**src/rtl/knn_trainset_loader.sv**
```systemverilog
// knn_trainset_loader
//   Write side of the kNN training-set interface. Labelled points arrive over
//   a valid/ready stream into a staging bank. A commit copies the whole
//   staging bank into the active bank in a single cycle. The classifier only
//   reads the active bank, so it never sees a partially loaded set.
//
// Ports
//   clk_i, rst_i       clock, async active-high reset
//   s_valid_i/s_ready_o  sample handshake (ready never depends on valid)
//   s_point_i          {x[15:0], y[15:0]} packed point
//   s_class_i          sample label
//   clear_i            empty the staging bank (pulse)
//   commit_i           copy staging to active (pulse)
//   commit_done_o      pulse: active bank has just been updated
//   points_o/classes_o active bank contents, entry i at [W*i +: W]
//   valid_mask_o       active entries that hold a loaded sample
//   stage_count_o      occupied staging entries
//   label_err_o        sticky: an out-of-range label was offered
//
// FSM
//   state  | meaning
//   FILL   | accepting samples, clear and commit honoured
//   COMMIT | one cycle: active <= staging, stream stalled
module knn_trainset_loader #(
   parameter int NPoints   = 17,
   parameter int Classes   = 2,
   parameter bit Overwrite = 1'b0,
   localparam int IW   = $clog2(NPoints),
   localparam int CNTW = $clog2(NPoints + 1),
   localparam int CW   = (Classes > 1) ? $clog2(Classes) : 1
) (
   input  logic                  clk_i,
   input  logic                  rst_i,
   input  logic                  s_valid_i,
   output logic                  s_ready_o,
   input  logic [31:0]           s_point_i,
   input  logic [CW-1:0]         s_class_i,
   input  logic                  clear_i,
   input  logic                  commit_i,
   output logic                  commit_done_o,
   output logic [32*NPoints-1:0] points_o,
   output logic [CW*NPoints-1:0] classes_o,
   output logic [NPoints-1:0]    valid_mask_o,
   output logic [CNTW-1:0]       stage_count_o,
   output logic                  label_err_o
);

   localparam logic [0:0] ST_FILL   = 1'b0;
   localparam logic [0:0] ST_COMMIT = 1'b1;

   localparam int CWP = CW + 1;
   localparam logic [CNTW-1:0] FULL_CNT  = CNTW'(NPoints);
   localparam logic [IW-1:0]   LAST_IDX  = IW'(NPoints - 1);
   localparam logic [CW:0]     CLASS_LIM = CWP'(Classes);

   logic [0:0]         state;
   logic [31:0]        stg_point [NPoints];
   logic [CW-1:0]      stg_class [NPoints];
   logic [NPoints-1:0] stg_mask;
   logic [CNTW-1:0]    stage_cnt;
   logic [IW-1:0]      wr_ptr;

   logic [31:0]        act_point [NPoints];
   logic [CW-1:0]      act_class [NPoints];
   logic [NPoints-1:0] act_mask;

   logic               commit_done;
   logic               label_err;

   logic in_fill;
   logic full;
   logic label_bad;
   logic accept;
   logic do_clear;
   logic do_commit;

   assign in_fill   = (state == ST_FILL);
   assign full      = (stage_cnt == FULL_CNT);
   // Only reachable when Classes is not a power of two; otherwise every
   // encodable label is in range and this folds to 0.
   assign label_bad = ({1'b0, s_class_i} >= CLASS_LIM);

   assign s_ready_o = in_fill & ~clear_i & ~commit_i & (~full | Overwrite);

   // An out-of-range label still completes the handshake but is discarded.
   assign accept    = s_valid_i & s_ready_o & ~label_bad;
   assign do_clear  = clear_i & in_fill;
   assign do_commit = commit_i & ~clear_i & in_fill;

   always_ff @(posedge clk_i or posedge rst_i) begin
      if (rst_i) begin
         state <= ST_FILL;
      end else begin
         case (state)
            ST_FILL:   state <= do_commit ? ST_COMMIT : ST_FILL;
            ST_COMMIT: state <= ST_FILL;
            default:   state <= ST_FILL;
         endcase
      end
   end

   // Staging bank. When full with Overwrite set, wr_ptr already points at the
   // oldest entry, so a plain write at wr_ptr gives ring behaviour.
   always_ff @(posedge clk_i or posedge rst_i) begin
      if (rst_i) begin
         for (int i = 0; i < NPoints; i++) begin
            stg_point[i] <= '0;
            stg_class[i] <= '0;
         end
         stg_mask  <= '0;
         stage_cnt <= '0;
         wr_ptr    <= '0;
      end else if (do_clear) begin
         stg_mask  <= '0;
         stage_cnt <= '0;
         wr_ptr    <= '0;
      end else if (accept) begin
         stg_point[wr_ptr] <= s_point_i;
         stg_class[wr_ptr] <= s_class_i;
         stg_mask[wr_ptr]  <= 1'b1;
         wr_ptr            <= (wr_ptr == LAST_IDX) ? '0 : wr_ptr + 1'b1;
         if (!full) begin
            stage_cnt <= stage_cnt + 1'b1;
         end
      end
   end

   // Active bank. Staging is frozen during COMMIT (ready is low, clear is
   // ignored), so the copy is a consistent snapshot.
   always_ff @(posedge clk_i or posedge rst_i) begin
      if (rst_i) begin
         for (int i = 0; i < NPoints; i++) begin
            act_point[i] <= '0;
            act_class[i] <= '0;
         end
         act_mask <= '0;
      end else if (state == ST_COMMIT) begin
         for (int i = 0; i < NPoints; i++) begin
            act_point[i] <= stg_point[i];
            act_class[i] <= stg_class[i];
         end
         act_mask <= stg_mask;
      end
   end

   always_ff @(posedge clk_i or posedge rst_i) begin
      if (rst_i) begin
         commit_done <= 1'b0;
         label_err   <= 1'b0;
      end else begin
         commit_done <= (state == ST_COMMIT);
         if (do_clear) begin
            label_err <= 1'b0;
         end else if (s_valid_i & label_bad) begin
            label_err <= 1'b1;
         end
      end
   end

   for (genvar g = 0; g < NPoints; g++) begin : g_out
      assign points_o[32*g +: 32]  = act_point[g];
      assign classes_o[CW*g +: CW] = act_class[g];
   end

   assign valid_mask_o  = act_mask;
   assign stage_count_o = stage_cnt;
   assign commit_done_o = commit_done;
   assign label_err_o   = label_err;

endmodule

```
**config.mk**
```make
export PLATFORM = sky130hd
export DESIGN_NAME = knn_trainset_loader
export DESIGN_NICKNAME = d
export VERILOG_FILES = /design/src/rtl/knn_trainset_loader.sv
export SDC_FILE = /design/constraint.sdc
export NUM_CORES = 2
export LEC_CHECK = 0
export BUFFER_PORTS_ARGS = -buffer_cell sky130_fd_sc_hd__buf_2
export CAP_MARGIN = 20
export CELL_PAD_IN_SITES_DETAIL_PLACEMENT = 0
export CELL_PAD_IN_SITES_GLOBAL_PLACEMENT = 1
export CORE_ASPECT_RATIO = 0.6
export CORE_UTILIZATION = 30
export DETAILED_ROUTE_END_ITERATION = 7
export PLACE_DENSITY_LB_ADDON = 0.1
export SLEW_MARGIN = 20
export SYNTH_ARGS = -nofsm -noshare
export SYNTH_HDL_FRONTEND = slang
export SYNTH_SLANG_ARGS = --single-unit
```
**constraint.sdc**
```tcl
create_clock -name clk_i -period 103.4 [get_ports clk_i]
set_clock_uncertainty 0.1 [all_clocks]
set_input_delay 5.17 -clock clk_i [delete_from_list [all_inputs] [get_ports clk_i]]
set_output_delay 5.17 -clock clk_i [all_outputs]
set_load 0.02 [all_outputs]
```
# After elaboration in Yosys (flattened, before gate mapping)
# Cells that the tools add are included.
# classes
addsub,2
order_cmp,4
reduce_logical,5
n_bitwise,14
eq_ne,3
n_mux,18
# op_table
op,n
bitwise mux 544 bit,1
demux 32 bit (select 5 bit),1
2-to-1 mux 17 bit,2
2-to-1 mux 32 bit,1
2-to-1 mux 5 bit,6
bitwise mux 17 bit,1
OR 17 bit,1
adder 5 x 1 -> 5 bit (second input constant),2
demux 1 bit (select 5 bit),2
== test 5 bit (second input constant),2
bitwise AND 1 bit,7
>= comparator 6 bit (second input constant),1
less-than comparator 5 x 6 -> 1 bit (second input constant),1
less-than comparator 6 x 1 -> 1 bit (second input constant),1
inverter 5 -> 6 bit,1
>= comparator 5 x 1 -> 1 bit (second input constant),1
inverter 1 bit,5
AND reduction 2 bit,2
2-to-1 mux 1 bit,3
logical AND 1 bit,2
inequality test 2 x 1 -> 1 bit (second input constant),1
one-hot mux 1 bit (2 select lines),1
nonzero test 2 bit,1
# word_totals
register_bits,1168
input_bits,38
output_inout_bits,586
wordCells,120

# Logic depth before layout (Yosys ltp)
# depth
word_depth,7
depth_mapped,9
mapped_depth_nobuf,6

# Least setup slack after synthesis
# OpenSTA, ideal clock, no wires.
# synth_timing
path_type,input-to-output
startpoint,input clear_i
endpoint,output s_ready_o
path_slack_ns,92.534
t_required_ns,98.130
n_path_buf,0
t_arrival_ns,5.596
stages,2
cell_sequence,nor3_4 -> and2_1
# synth_between
elab_chain_cells,4
# synth_rtl
item,line,source
start: declaration,38,"input logic clear_i,"
inverter 1 bit,83,assign s_ready_o = in_fill & ~clear_i & ~commit_i & (~full | Overwrite);
bitwise AND 1 bit (3 in series),83,
end: declaration,35,"output logic s_ready_o,"
# No other way between the ends.

# Worst setup path in the final report
# Ends and elaborated chain as after synthesis.

==> out/results.ini <==
[setup_path]
cp_data_required_time_ps=98130
cp.arrival_ps=5910
rrSetupSlack_ps=98230
path_cells=buf_2 -> nor3_4 -> and2_1 -> buf_2
cp_num_buf_inv=2
crit_path_top_delay_cell=nor3_4
critPathKind=in -> out
critPathLaunchType=primary input
r2r_end=points_o[309]$_DFFE_PP0P_
cp_slowest_stage_delay_ps=220
setup.worst_path.start=clear_i
reg2reg_depth=5
worstPathMaxFanout=7
r2r-start=state$_DFF_PP0_
path_delay_family=simple AND/OR/NAND/NOR gates
crit_path_frequent_cell=buf_2
end_kind=output port

[grt]
grtUsageMet1=0.213
antenna_found_initial=1
grt_max_degree=173
grt_use_total=0.167
met3_usage=0.0418
grt_pass1_vias=25800
grt_pass1_wl_um=183000
grt_busiest_layer=met2
overflow=0
grtUsageMet2=0.281

[cells_and_area]
area_growth_pct=20.4
final_cells=5216
drive_gt1_frac=0.609
multi_input_area_mm2=0.0137
fin_nets=3235
regArea_mm2=0.0292
nFillCells=13800

[synth]
syn_nets=2608
synth_top_cell_area_share=0.666
synth-async-reset-ratio=1.00
synth_top_cell_by_area=dfrtp_1
yosysWarnings=0
synth_seq_cells=1168
syn_area_per_cell_um2=17.1
syn_area_mm2=0.0439
ys_seq_area_frac=0.666
synth_edf_count=0
ys_types=36
synth_common_cells=1168 x dfrtp_1, 1102 x mux2_2, 89 x clkbuf_1
syn_inst=2564
synth_area_leaders=dfrtp_1 67%, mux2_2 28%, mux2_4 0.99%
ys.flop_type=dfrtp_1
yosysMostFrequentCell=dfrtp_1

[detailed_routing]
drtIter0Drc=884
via_per_inst=4.54
first_pass_iters=4
ant_nets=0
via_count=23700
drc_errors=0
drt_wl_total_um=123000
wl_per_cell_um=23.5

[sta]
relSlewSlack=0.289
hold_violations=0
worst_slew_pin_slew_ps=1070
maxSlewViolCount=0
setup-tns-final_ps=0
fmax_ghz=0.0894
period_minus_slack_ps=11180
setup_violations=0
fin_crit_sh=0.108
rsz0062_at_grt=false

[clock_network]
clk_pin_slew_ps=60
postCtsHoldBufs=0
clk_path_buf_depth=3
cts.htree.levels=3
cts_buffers=116
cts_tree=yes
clock_sinks=1168
post_cts_buffers=0
clock_latency_ps=700
cts_resized=0
cts-root-buf=clkbuf_16

[worst_hold_path]
holdPathEnd=stg_mask[15]$_DFFE_PP0P_
min_from=stg_mask[15]$_DFFE_PP0P_
hold_class=reg -> reg
holdPathStages=2

[pwr]
fin_total_pwr_uw=1030
p_int_uw=769
p_clk_frac=0.423
pwr-share-seq=0.487
p_leak_uw=0.0280
combPwrFrac=0.090
powerDensity_mw_per_mm2=19.4
peakVddDrop_v=0.0000138
swShare=0.250
p_sw_uw=256

[die]
core-area_mm2=0.145
die_w_um=496
dieArea_mm2=0.148
die-height_um=298
pin_count=624
num_rows=108
start_util=0.303

[place]
io_buffers=622
gp_congestion=0.751
hpwlAfterDp_um=79800
dp.cells=4995

[job]
drv_cap=0

[run_status]
status=completed

[flip-flops by register name, indices dropped and copies added, names as in the netlist, 5 cells and up]
signal         flops
stage_count_o      5
wr_ptr             5
stg_point        544
valid_mask_o      17
points_o         544
stg_mask          17
stg_class         17
classes_o         17
[power groups by stage]
stage / Clock [uW] / Sequential [uW] / Combinational (uW)
after floorplan: 0 / 522 / 40.0
after global placement: 0 / 506 / 93.9
after detailed placement: 0 / 507 / 95.7
after CTS: 451 / 499 / 95.8
after global routing: 470 / 502 / 99.8
final: 434 / 499 / 92.4
[worst register-to-register path: stages, from the launching register on]
cell and delay, ps:
dfrtp_4 1000, buf_4 850, buf_4 850, buf_4 820, buf_4 910, mux2_2 520
[cells in the final DEF (no fill, tap or decap), types with 3 or more instances in the layout]
| cell type | instances |
|---|---|
| buf_2 | 622 |
| clkinvlp_4 | 3 |
| inv_1 | 3 |
| buf_4 | 37 |
| mux2_2 | 1102 |
| mux2_1 | 8 |
| dfrtp_1 | 1167 |
| clkinv_8 | 3 |
| clkinv_2 | 15 |
| ha_1 | 6 |
| nor2_1 | 4 |
| nand2_1 | 9 |
| clkbuf_1 | 39 |
| mux2i_1 | 4 |
| clkbuf_8 | 25 |
| a21o_1 | 15 |
| mux2_4 | 29 |
| o21ai_0 | 5 |
| nand3_1 | 9 |
| nor2_4 | 15 |
| bufinv_16 | 9 |
| nand4_1 | 3 |
| buf_12 | 3 |
| clkbuf_16 | 118 |
| nand3_2 | 6 |
[metal layers]
metal | wire length [um] | share of wire
met5 | 0 | 0
met4 | 2710 | 0.022
met3 | 6600 | 0.054
met2 | 61000 | 0.50
met1 | 52300 | 0.43
[worst max path at each step]
stage	depth (start not counted)	to
global route	4	s_ready_o
global placement	4	s_ready_o
finish	4	s_ready_o
floorplan	1	classes_o[0]$_DFFE_PP0P_
detailed placement	4	s_ready_o
CTS	4	s_ready_o
[kinds of logic (layout without fill, tap and decap cells)]
logic type	after synthesis	in the layout	synth area share
compound gates	22	22	0.00351
xor+xnor	1	1	0.000200
fa+ha+maj	6	6	0.00171
buf+inv	160	885	0.0211
flops	1168	1168	0.666
mux	1143	1143	0.296
other cells	1	3	0.0000855
simple gates	63	63	0.0112
[stage by stage]
stage               hold WS, ps  instance area (um2)  worst slack [ps]   util
global placement            348                48800             92230  0.337
finish                      367                52800             92220  0.364
global route                386                52800             92180  0.364
CTS                         370                52700             92200  0.364
floorplan                   274                43900             65230      -
detailed placement          356                48800             92200  0.337
[area by class of cell]
class / instances / share of cell area
Clock buffer: 182 / 0.0652
Sequential cell: 1168 / 0.554
Clock inverter: 34 / 0.00860
Inverter: 4 / 0.000427
Timing Repair Buffer: 665 / 0.0666
Antenna cell: 2 / 0.0000948
Multi-Input combinational cell: 1236 / 0.260
Tap cell: 1925 / 0.0456
Note: power is estimated with default switching activity, not from simulation.
